<file path="src/rtl/mem_stage_ctrl_pkg.sv">
`default_nettype none
// ============================================================================
// Module   : mem_stage_ctrl_pkg
// Purpose  : Shared state encoding and default widths for the MEM-stage control
// Revision : 1.0 - initial release
// ============================================================================
package mem_stage_ctrl_pkg;

  localparam int DEF_ADDR_W = 32;
  localparam int DEF_DATA_W = 32;

  // Wait counter is wide enough for the largest legal TIMEOUT (255)
  localparam int CNT_W = 8;

  typedef enum logic [1:0] {
    ST_IDLE   = 2'd0,
    ST_ACCESS = 2'd1,
    ST_DONE   = 2'd2
  } state_e;

endpackage
`default_nettype wire

</file>
<file path="src/rtl/mem_stage_ctrl_if.sv">
`default_nettype none
// ============================================================================
// Module   : mem_stage_ctrl_if
// Purpose  : Data-memory req/ack bus between the MEM-stage control and memory
// Revision : 1.0 - initial release
// ============================================================================
interface mem_stage_ctrl_if
  import mem_stage_ctrl_pkg::*;
#(
  parameter int ADDR_W = DEF_ADDR_W,
  parameter int DATA_W = DEF_DATA_W
);

  logic              req;
  logic              we;
  logic [ADDR_W-1:0] addr;
  logic [DATA_W-1:0] wdata;
  logic              ack;
  logic [DATA_W-1:0] rdata;

  modport master (
    output req, we, addr, wdata,
    input  ack, rdata
  );

  modport slave (
    input  req, we, addr, wdata,
    output ack, rdata
  );

endinterface
`default_nettype wire

</file>
<file path="src/rtl/mem_stage_ctrl_wait_timer.sv">
`default_nettype none
// ============================================================================
// Module   : mem_stage_ctrl_wait_timer
// Purpose  : Access wait counter with clear/enable; flags the last allowed cycle
// Revision : 1.0 - initial release
// ============================================================================
module mem_stage_ctrl_wait_timer
  import mem_stage_ctrl_pkg::*;
#(
  parameter int TIMEOUT = 15   // legal range 1..255
) (
  input  wire logic clk,
  input  wire logic rst,
  input  wire logic clr,
  input  wire logic en,
  output logic      term
);

  localparam logic [CNT_W-1:0] TERM_VAL = CNT_W'(TIMEOUT - 1);

  logic [CNT_W-1:0] cnt_q, cnt_d;

  always_comb begin
    cnt_d = cnt_q;
    if (clr) begin
      cnt_d = '0;
    end else if (en) begin
      cnt_d = cnt_q + CNT_W'(1);
    end
  end

  always_ff @(posedge clk) begin
    if (rst) begin
      cnt_q <= '0;
    end else begin
      cnt_q <= cnt_d;
    end
  end

  assign term = (cnt_q == TERM_VAL);

endmodule
`default_nettype wire

</file>
<file path="src/rtl/mem_stage_ctrl.sv">
`default_nettype none
// ============================================================================
// Module   : mem_stage_ctrl
// Purpose  : MEM-stage sequencer around a variable-latency data memory
// Revision : 1.0 - initial release
// ============================================================================
module mem_stage_ctrl
  import mem_stage_ctrl_pkg::*;
#(
  parameter int ADDR_W  = DEF_ADDR_W,
  parameter int DATA_W  = DEF_DATA_W,
  parameter int TIMEOUT = 15
) (
  input  wire logic              clk,
  input  wire logic              rst,
  input  wire logic              mem_read,
  input  wire logic              mem_write,
  input  wire logic [ADDR_W-1:0] mem_addr,
  input  wire logic [DATA_W-1:0] mem_wdata,
  mem_stage_ctrl_if.master       dmem,
  output logic                   pipe_stall,
  output logic                   wb_bubble,
  output logic [DATA_W-1:0]      rdata_out,
  output logic                   mem_err,
  input  wire logic              err_clr
);

  state_e            state_q, state_d;
  logic              we_q, we_d;
  logic [ADDR_W-1:0] addr_q, addr_d;
  logic [DATA_W-1:0] wdata_q, wdata_d;
  logic [DATA_W-1:0] rdata_q, rdata_d;
  logic              err_q, err_d;
  logic              stall_c;
  logic              in_access;
  logic              timer_term;

  assign in_access = (state_q == ST_ACCESS);

  mem_stage_ctrl_wait_timer #(
    .TIMEOUT (TIMEOUT)
  ) u_wait_timer (
    .clk  (clk),
    .rst  (rst),
    .clr  (!in_access),
    .en   (in_access),
    .term (timer_term)
  );

  always_comb begin
    state_d = state_q;
    we_d    = we_q;
    addr_d  = addr_q;
    wdata_d = wdata_q;
    rdata_d = rdata_q;
    err_d   = err_q & ~err_clr;
    stall_c = 1'b0;

    case (state_q)
      ST_IDLE: begin
        if (mem_read || mem_write) begin
          stall_c = 1'b1;
          addr_d  = mem_addr;
          wdata_d = mem_wdata;
          we_d    = mem_write;      // a write wins when both are flagged
          state_d = ST_ACCESS;
        end
      end
      ST_ACCESS: begin
        stall_c = 1'b1;
        if (dmem.ack) begin
          if (!we_q) begin
            rdata_d = dmem.rdata;
          end
          state_d = ST_DONE;
        end else if (timer_term) begin
          rdata_d = '0;
          err_d   = 1'b1;           // timeout set beats a same-cycle clear
          state_d = ST_DONE;
        end
      end
      ST_DONE: begin
        // Inputs ignored here so the same EX/MEM contents cannot re-trigger
        state_d = ST_IDLE;
      end
      default: begin
        state_d = ST_IDLE;
      end
    endcase
  end

  always_ff @(posedge clk) begin
    if (rst) begin
      state_q <= ST_IDLE;
      we_q    <= 1'b0;
      addr_q  <= '0;
      wdata_q <= '0;
      rdata_q <= '0;
      err_q   <= 1'b0;
    end else begin
      state_q <= state_d;
      we_q    <= we_d;
      addr_q  <= addr_d;
      wdata_q <= wdata_d;
      rdata_q <= rdata_d;
      err_q   <= err_d;
    end
  end

  assign dmem.req   = in_access;
  assign dmem.we    = we_q;
  assign dmem.addr  = addr_q;
  assign dmem.wdata = wdata_q;

  assign pipe_stall = stall_c & ~rst;
  assign wb_bubble  = stall_c & ~rst;
  assign rdata_out  = rdata_q;
  assign mem_err    = err_q;

endmodule
`default_nettype wire
</file>
<file path="src/flat_wrapper.sv">
// flat-port wrapper written by rule: the top's interface ports become plain ports
module mem_stage_ctrl_flat import mem_stage_ctrl_pkg::*;
#(
  parameter int ADDR_W  = DEF_ADDR_W,
  parameter int DATA_W  = DEF_DATA_W,
  parameter int TIMEOUT = 15
)
  (clk, rst, mem_read, mem_write, mem_addr, mem_wdata, pipe_stall, wb_bubble, rdata_out, mem_err, err_clr, dmem_req, dmem_we, dmem_addr, dmem_wdata, dmem_ack, dmem_rdata);
  mem_stage_ctrl_if #(.ADDR_W(ADDR_W), .DATA_W(DATA_W)) dmem_i ();
  input  wire logic clk;
  input  wire logic rst;
  input  wire logic mem_read;
  input  wire logic mem_write;
  input  wire logic [ADDR_W-1:0] mem_addr;
  input  wire logic [DATA_W-1:0] mem_wdata;
  output logic pipe_stall;
  output logic wb_bubble;
  output logic [DATA_W-1:0] rdata_out;
  output logic mem_err;
  input  wire logic err_clr;
  output wire logic [$bits(dmem_i.req)-1:0] dmem_req;
  output wire logic [$bits(dmem_i.we)-1:0] dmem_we;
  output wire logic [$bits(dmem_i.addr)-1:0] dmem_addr;
  output wire logic [$bits(dmem_i.wdata)-1:0] dmem_wdata;
  input wire logic [$bits(dmem_i.ack)-1:0] dmem_ack;
  input wire logic [$bits(dmem_i.rdata)-1:0] dmem_rdata;
  assign dmem_req = dmem_i.req;
  assign dmem_we = dmem_i.we;
  assign dmem_addr = dmem_i.addr;
  assign dmem_wdata = dmem_i.wdata;
  assign dmem_i.ack = dmem_ack;
  assign dmem_i.rdata = dmem_rdata;
  mem_stage_ctrl #(.ADDR_W(ADDR_W), .DATA_W(DATA_W), .TIMEOUT(TIMEOUT)) u_core (.clk(clk), .rst(rst), .mem_read(mem_read), .mem_write(mem_write), .mem_addr(mem_addr), .mem_wdata(mem_wdata), .dmem(dmem_i), .pipe_stall(pipe_stall), .wb_bubble(wb_bubble), .rdata_out(rdata_out), .mem_err(mem_err), .err_clr(err_clr));
endmodule
</file>
<file path="config.mk">
export PLATFORM = sky130hd
export DESIGN_NAME = mem_stage_ctrl_flat
export DESIGN_NICKNAME = d
export VERILOG_FILES = /design/src/rtl/mem_stage_ctrl_pkg.sv /design/src/rtl/mem_stage_ctrl_if.sv /design/src/rtl/mem_stage_ctrl_wait_timer.sv /design/src/rtl/mem_stage_ctrl.sv /design/src/flat_wrapper.sv
export SDC_FILE = /design/constraint.sdc
export NUM_CORES = 1
export LEC_CHECK = 0
export CORE_AREA = 2 2 101 103
export DETAILED_ROUTE_END_ITERATION = 10
export DIE_AREA = 0 0 103 105
export GPL_TIMING_DRIVEN = 0
export PLACE_DENSITY = 0.91
export SETUP_SLACK_MARGIN = 0.1
export SYNTH_ARGS = -nofsm -noshare
export SYNTH_HDL_FRONTEND = slang
export SYNTH_HIERARCHICAL = 1
export SYNTH_SLANG_ARGS = --single-unit
</file>
<file path="constraint.sdc">
create_clock -name clk -period 3.57 [get_ports clk]
set_clock_uncertainty 0.2 [all_clocks]
set_input_delay 0.714 -clock clk [delete_from_list [all_inputs] [get_ports clk]]
set_output_delay 0.714 -clock clk [all_outputs]
set_load 0.005 [all_outputs]
</file>
==> run_results.csv, run 1 <==
group,metric,value,unit
die,start_util,0.426,
clock_network,h-tree-depth,3,
min_path,whs_endpoint,"u_core/dmem.addr[10]",
grt,grt_pass1_vias,4337,
timing,slew_viol_final,0,
final_layout,layout-drive-gt1-share,0.0841,
detailed_routing,drt_first_pass_iters,5,
detailed_routing,drc_errors,0,
clock_network,hold_buffers,0,
timing,max_freq,295,MHz
detailed_routing,vias,4220,
pwr,irDropWorstVdd,284,µV
grt,antenna_found_initial,0,
min_path,holdCritStartpoint,"u_core/dmem.addr[10]",
final_layout,multi_input_area,1620,µm²
grt,grt_pass1_wl,20400,µm
min_path,hold_class,"reg2reg",
logic_synthesis,netlist_area,4100,µm²
clock_network,clk_latency,0.35,ns
critical_path,path_delay_family,"buffers and inverters",
pwr,power.density,401,nW/µm²
critical_path,worstPathMaxFanout,10,
critical_path,required,2.66,ns
critical_path,worstPathCellList,"clkdlybuf4s50_1 > or2_1 > clkbuf_2 > o21a_1 > buf_4 > clkdlybuf4s50_1",
die,num_rows,36,
timing,layout_setup_ws,0.175,ns
clock_network,cts_setup_buffers,0,
clock_network,cts_root_buf,"clkbuf_8",
logic_synthesis,ys_ff_latch,108,
timing,fin_crit,3.39,ns
die,core,9640,µm²
final_layout,nNetsFinal,753,
pwr,p_total,2.59,mW
placed_design,io_buffers,202,
critical_path,path_class,"in2out",
final_layout,final_cell_area,6480,µm²
final_layout,n_fill_cell,795,
critical_path,slowest_stage,"clkdlybuf4s50_1",
critical_path,worst_setup_path_start_kind,"input port",
clock_network,clk_pin_slew,0.11,ns
die,dieArea,10800,µm²
critical_path,cpMostUsedCell,"clkdlybuf4s50_1",
clock_network,cts_resized,1,
detailed_routing,routed_wl,13300,µm
detailed_routing,viasPerCell,5.36,
grt,gr-total-overflow,0,
die,ios,203,
detailed_routing,drtIter0Drc,148,
critical_path,r2r-start,"u_core/u_wait_timer/cnt_q[0]",
critical_path,rr_endpoint,"u_core/rdata_out[16]",
job,maxCapViolations,0,
logic_synthesis,ys_seq_area_frac,0.527,
placed_design,dp_worst_setup_slack,0.0237,ns
timing,worst_pin_slew,0.558,ns
timing,final.setup.tns,0,ns
placed_design,dpl-instance-area,6290,µm²
clock_network,clockBufferDepth,2,
detailed_routing,drtAntennaViolNets,0,
logic_synthesis,ys_types,36,
clock_network,cts-buffers-inserted,9,
final_layout,regArea,2160,µm²
timing,hold_viol_final,0,
critical_path,crit_arrival,2.48,ns
placed_design,place_hpwl,10200,µm
pwr,p_leak,2.34,nW
grt,grt_max_degree,20,
final_layout,diodes,0,
die,die_h,105,µm
timing,rsz0062_at_grt,"false",
logic_synthesis,synthCells,436,
timing,period_share,0.951,
grt,grt_use_total,0.237,
critical_path,cp_slowest_stage_delay,0.44,ns
critical_path,crit_buf_inv,4,
critical_path,rrSetupSlack,1.47,ns
clock_network,cts_sinks,108,
timing,setup_violations,0,
detailed_routing,wl_per_cell,16.9,µm
logic_synthesis,yosysWarningCount,6,
die,die_w,103,µm
placed_design,gp_congestion,0.818,
timing,relSlewSlack,0.628,
final_layout,area_growth,57.9,%
outcome,run_status,"finished, final reports clean",
clock_network,cts_tree,"done",
critical_path,r2r.worst_path.cells,8,
logic_synthesis,synth_area_per_cell,9.41,µm²
critical_path,end_kind,"primary output",
min_path,hold_depth,2,
logic_synthesis,syn_nets,540,
-- per-stage QoR --
stage,util,hold WS [ns],std cells
finish,0.672,0.280,787
global route,0.672,0.310,787
CTS,0.672,0.283,787
detailed placement,0.653,0.267,771
global placement,0.653,0.261,771
floorplan,-,0.266,436
-- area by class of cell --
type | count | share of cell area
plain buffers | 49 | 0.0481
clock buffers | 10 | 0.0197
clock inverters | 6 | 0.00869
inverters | 3 | 0.00213
multi-input cells | 276 | 0.250
flip-flops and latches | 108 | 0.334
well taps | 133 | 0.0257
repair buffers | 202 | 0.312
-- how the worst max path moves through the flow --
| stage | slack [ns] | cells after the start | start | endpoint |
|---|---|---|---|---|
| floorplan | 1.18 | 4 | mem_write | wb_bubble |
| global placement | 0.04 | 6 | mem_write | wb_bubble |
| detailed placement | 0.02 | 6 | mem_write | wb_bubble |
| CTS | 0.17 | 6 | mem_write | wb_bubble |
| global route | 0.11 | 6 | mem_write | wb_bubble |
| finish | 0.18 | 6 | mem_write | wb_bubble |
-- state kept, by name (all words and copies together), names as in the netlist --
signal                     flops
u_core/dmem.addr              32
u_core/dmem.wdata             32
u_core/dmem.we                 1
u_core/mem_err                 1
u_core/rdata_out              32
u_core/state_q                 2
u_core/u_wait_timer/cnt_q      8
-- worst register-to-register path, cell delays in order, from the launching register on --
cell	delay, ns
dfxtp_1	0.39
inv_1	0.09
ha_1	0.16
nand4b_1	0.09
nor4_1	0.24
nor2b_1	0.25
o21ai_2	0.15
buf_6	0.17
a32o_1	0.26
-- metal layers --
layer  track usage  vias up  share of wire
li1              -     2029              -
met1         0.265     2002           0.38
met2         0.423      159           0.53
met3        0.0441       30          0.058
met4         0.111        0          0.029
met5             0        -              0
-- cells in the final DEF (no fill, tap or decap), types with 12 or more instances in the layout --
cell             count
a21oi_1             68
a32o_1              32
o21ai_0             17
o21ai_1             50
clkdlybuf4s50_1    202
nand3_1             64
buf_2               12
buf_6               12
clkbuf_1            16
dfxtp_1            108
-- kinds of logic after synthesis --
| kind of cell | after synthesis | synth area share |
|---|---|---|
| flops | 108 | 0.527 |
| fa+ha+maj | 2 | 0.00610 |
| xor+xnor | 4 | 0.00854 |
| simple gates | 97 | 0.125 |
| compound gates | 173 | 0.254 |
| buf+inv | 52 | 0.0790 |
-- Yosys cell counts --
| cell type | instances | area share |
|---|---|---|
| nand4_4 | 1 | 0.0052 |
| nand2b_4 | 1 | 0.0034 |
| nand3_1 | 64 | 0.078 |
| clkbuf_2 | 5 | 0.0061 |
| a21oi_1 | 68 | 0.083 |
| xor2_1 | 3 | 0.0064 |
| o31a_1 | 1 | 0.0021 |
| o21ai_1 | 50 | 0.061 |
| or3_1 | 2 | 0.0030 |
| buf_6 | 12 | 0.033 |
| nor2_1 | 10 | 0.0092 |
| clkbuf_1 | 16 | 0.015 |
| nor2b_1 | 2 | 0.0030 |
| nand4b_1 | 1 | 0.0021 |
| o21ai_0 | 17 | 0.021 |
| buf_4 | 4 | 0.0073 |
| a211oi_1 | 1 | 0.0018 |
| nor3_1 | 1 | 0.0012 |
| dfxtp_1 | 108 | 0.53 |
| o21a_1 | 2 | 0.0037 |
| nand4_1 | 2 | 0.0030 |
| nand2_1 | 5 | 0.0046 |
| ha_1 | 2 | 0.0061 |
| inv_1 | 2 | 0.0018 |
| a22oi_1 | 1 | 0.0018 |
| or2_1 | 2 | 0.0030 |
| buf_2 | 12 | 0.015 |
| and3_1 | 1 | 0.0015 |
| nor2_2 | 1 | 0.0015 |
| or2_2 | 1 | 0.0015 |
| nand2b_1 | 1 | 0.0015 |
| xnor2_1 | 1 | 0.0021 |
| o21ai_2 | 1 | 0.0021 |
| a32o_1 | 32 | 0.078 |
| inv_4 | 1 | 0.0015 |
| nor4_1 | 2 | 0.0030 |
-- power by group --
group          switching [mW]  total, mW  internal [mW]
Sequential             0.0432       1.33           1.28
Combinational           0.239      0.567          0.328
Clock                   0.432      0.702          0.270
Power figures use the tool's default switching activity.
==> run 2: changes to the inputs <==
--- a/config.mk
+++ b/config.mk
@@ -11,6 +11,7 @@
 export GPL_TIMING_DRIVEN = 0
 export PLACE_DENSITY = 0.91
 export SETUP_SLACK_MARGIN = 0.1
+export SLEW_MARGIN = 20
 export SYNTH_ARGS = -nofsm -noshare
 export SYNTH_HDL_FRONTEND = slang
 export SYNTH_HIERARCHICAL = 1
==> results of run 2 <==
Same layout as run 1: the final DEF is identical, and so are final timing and power.
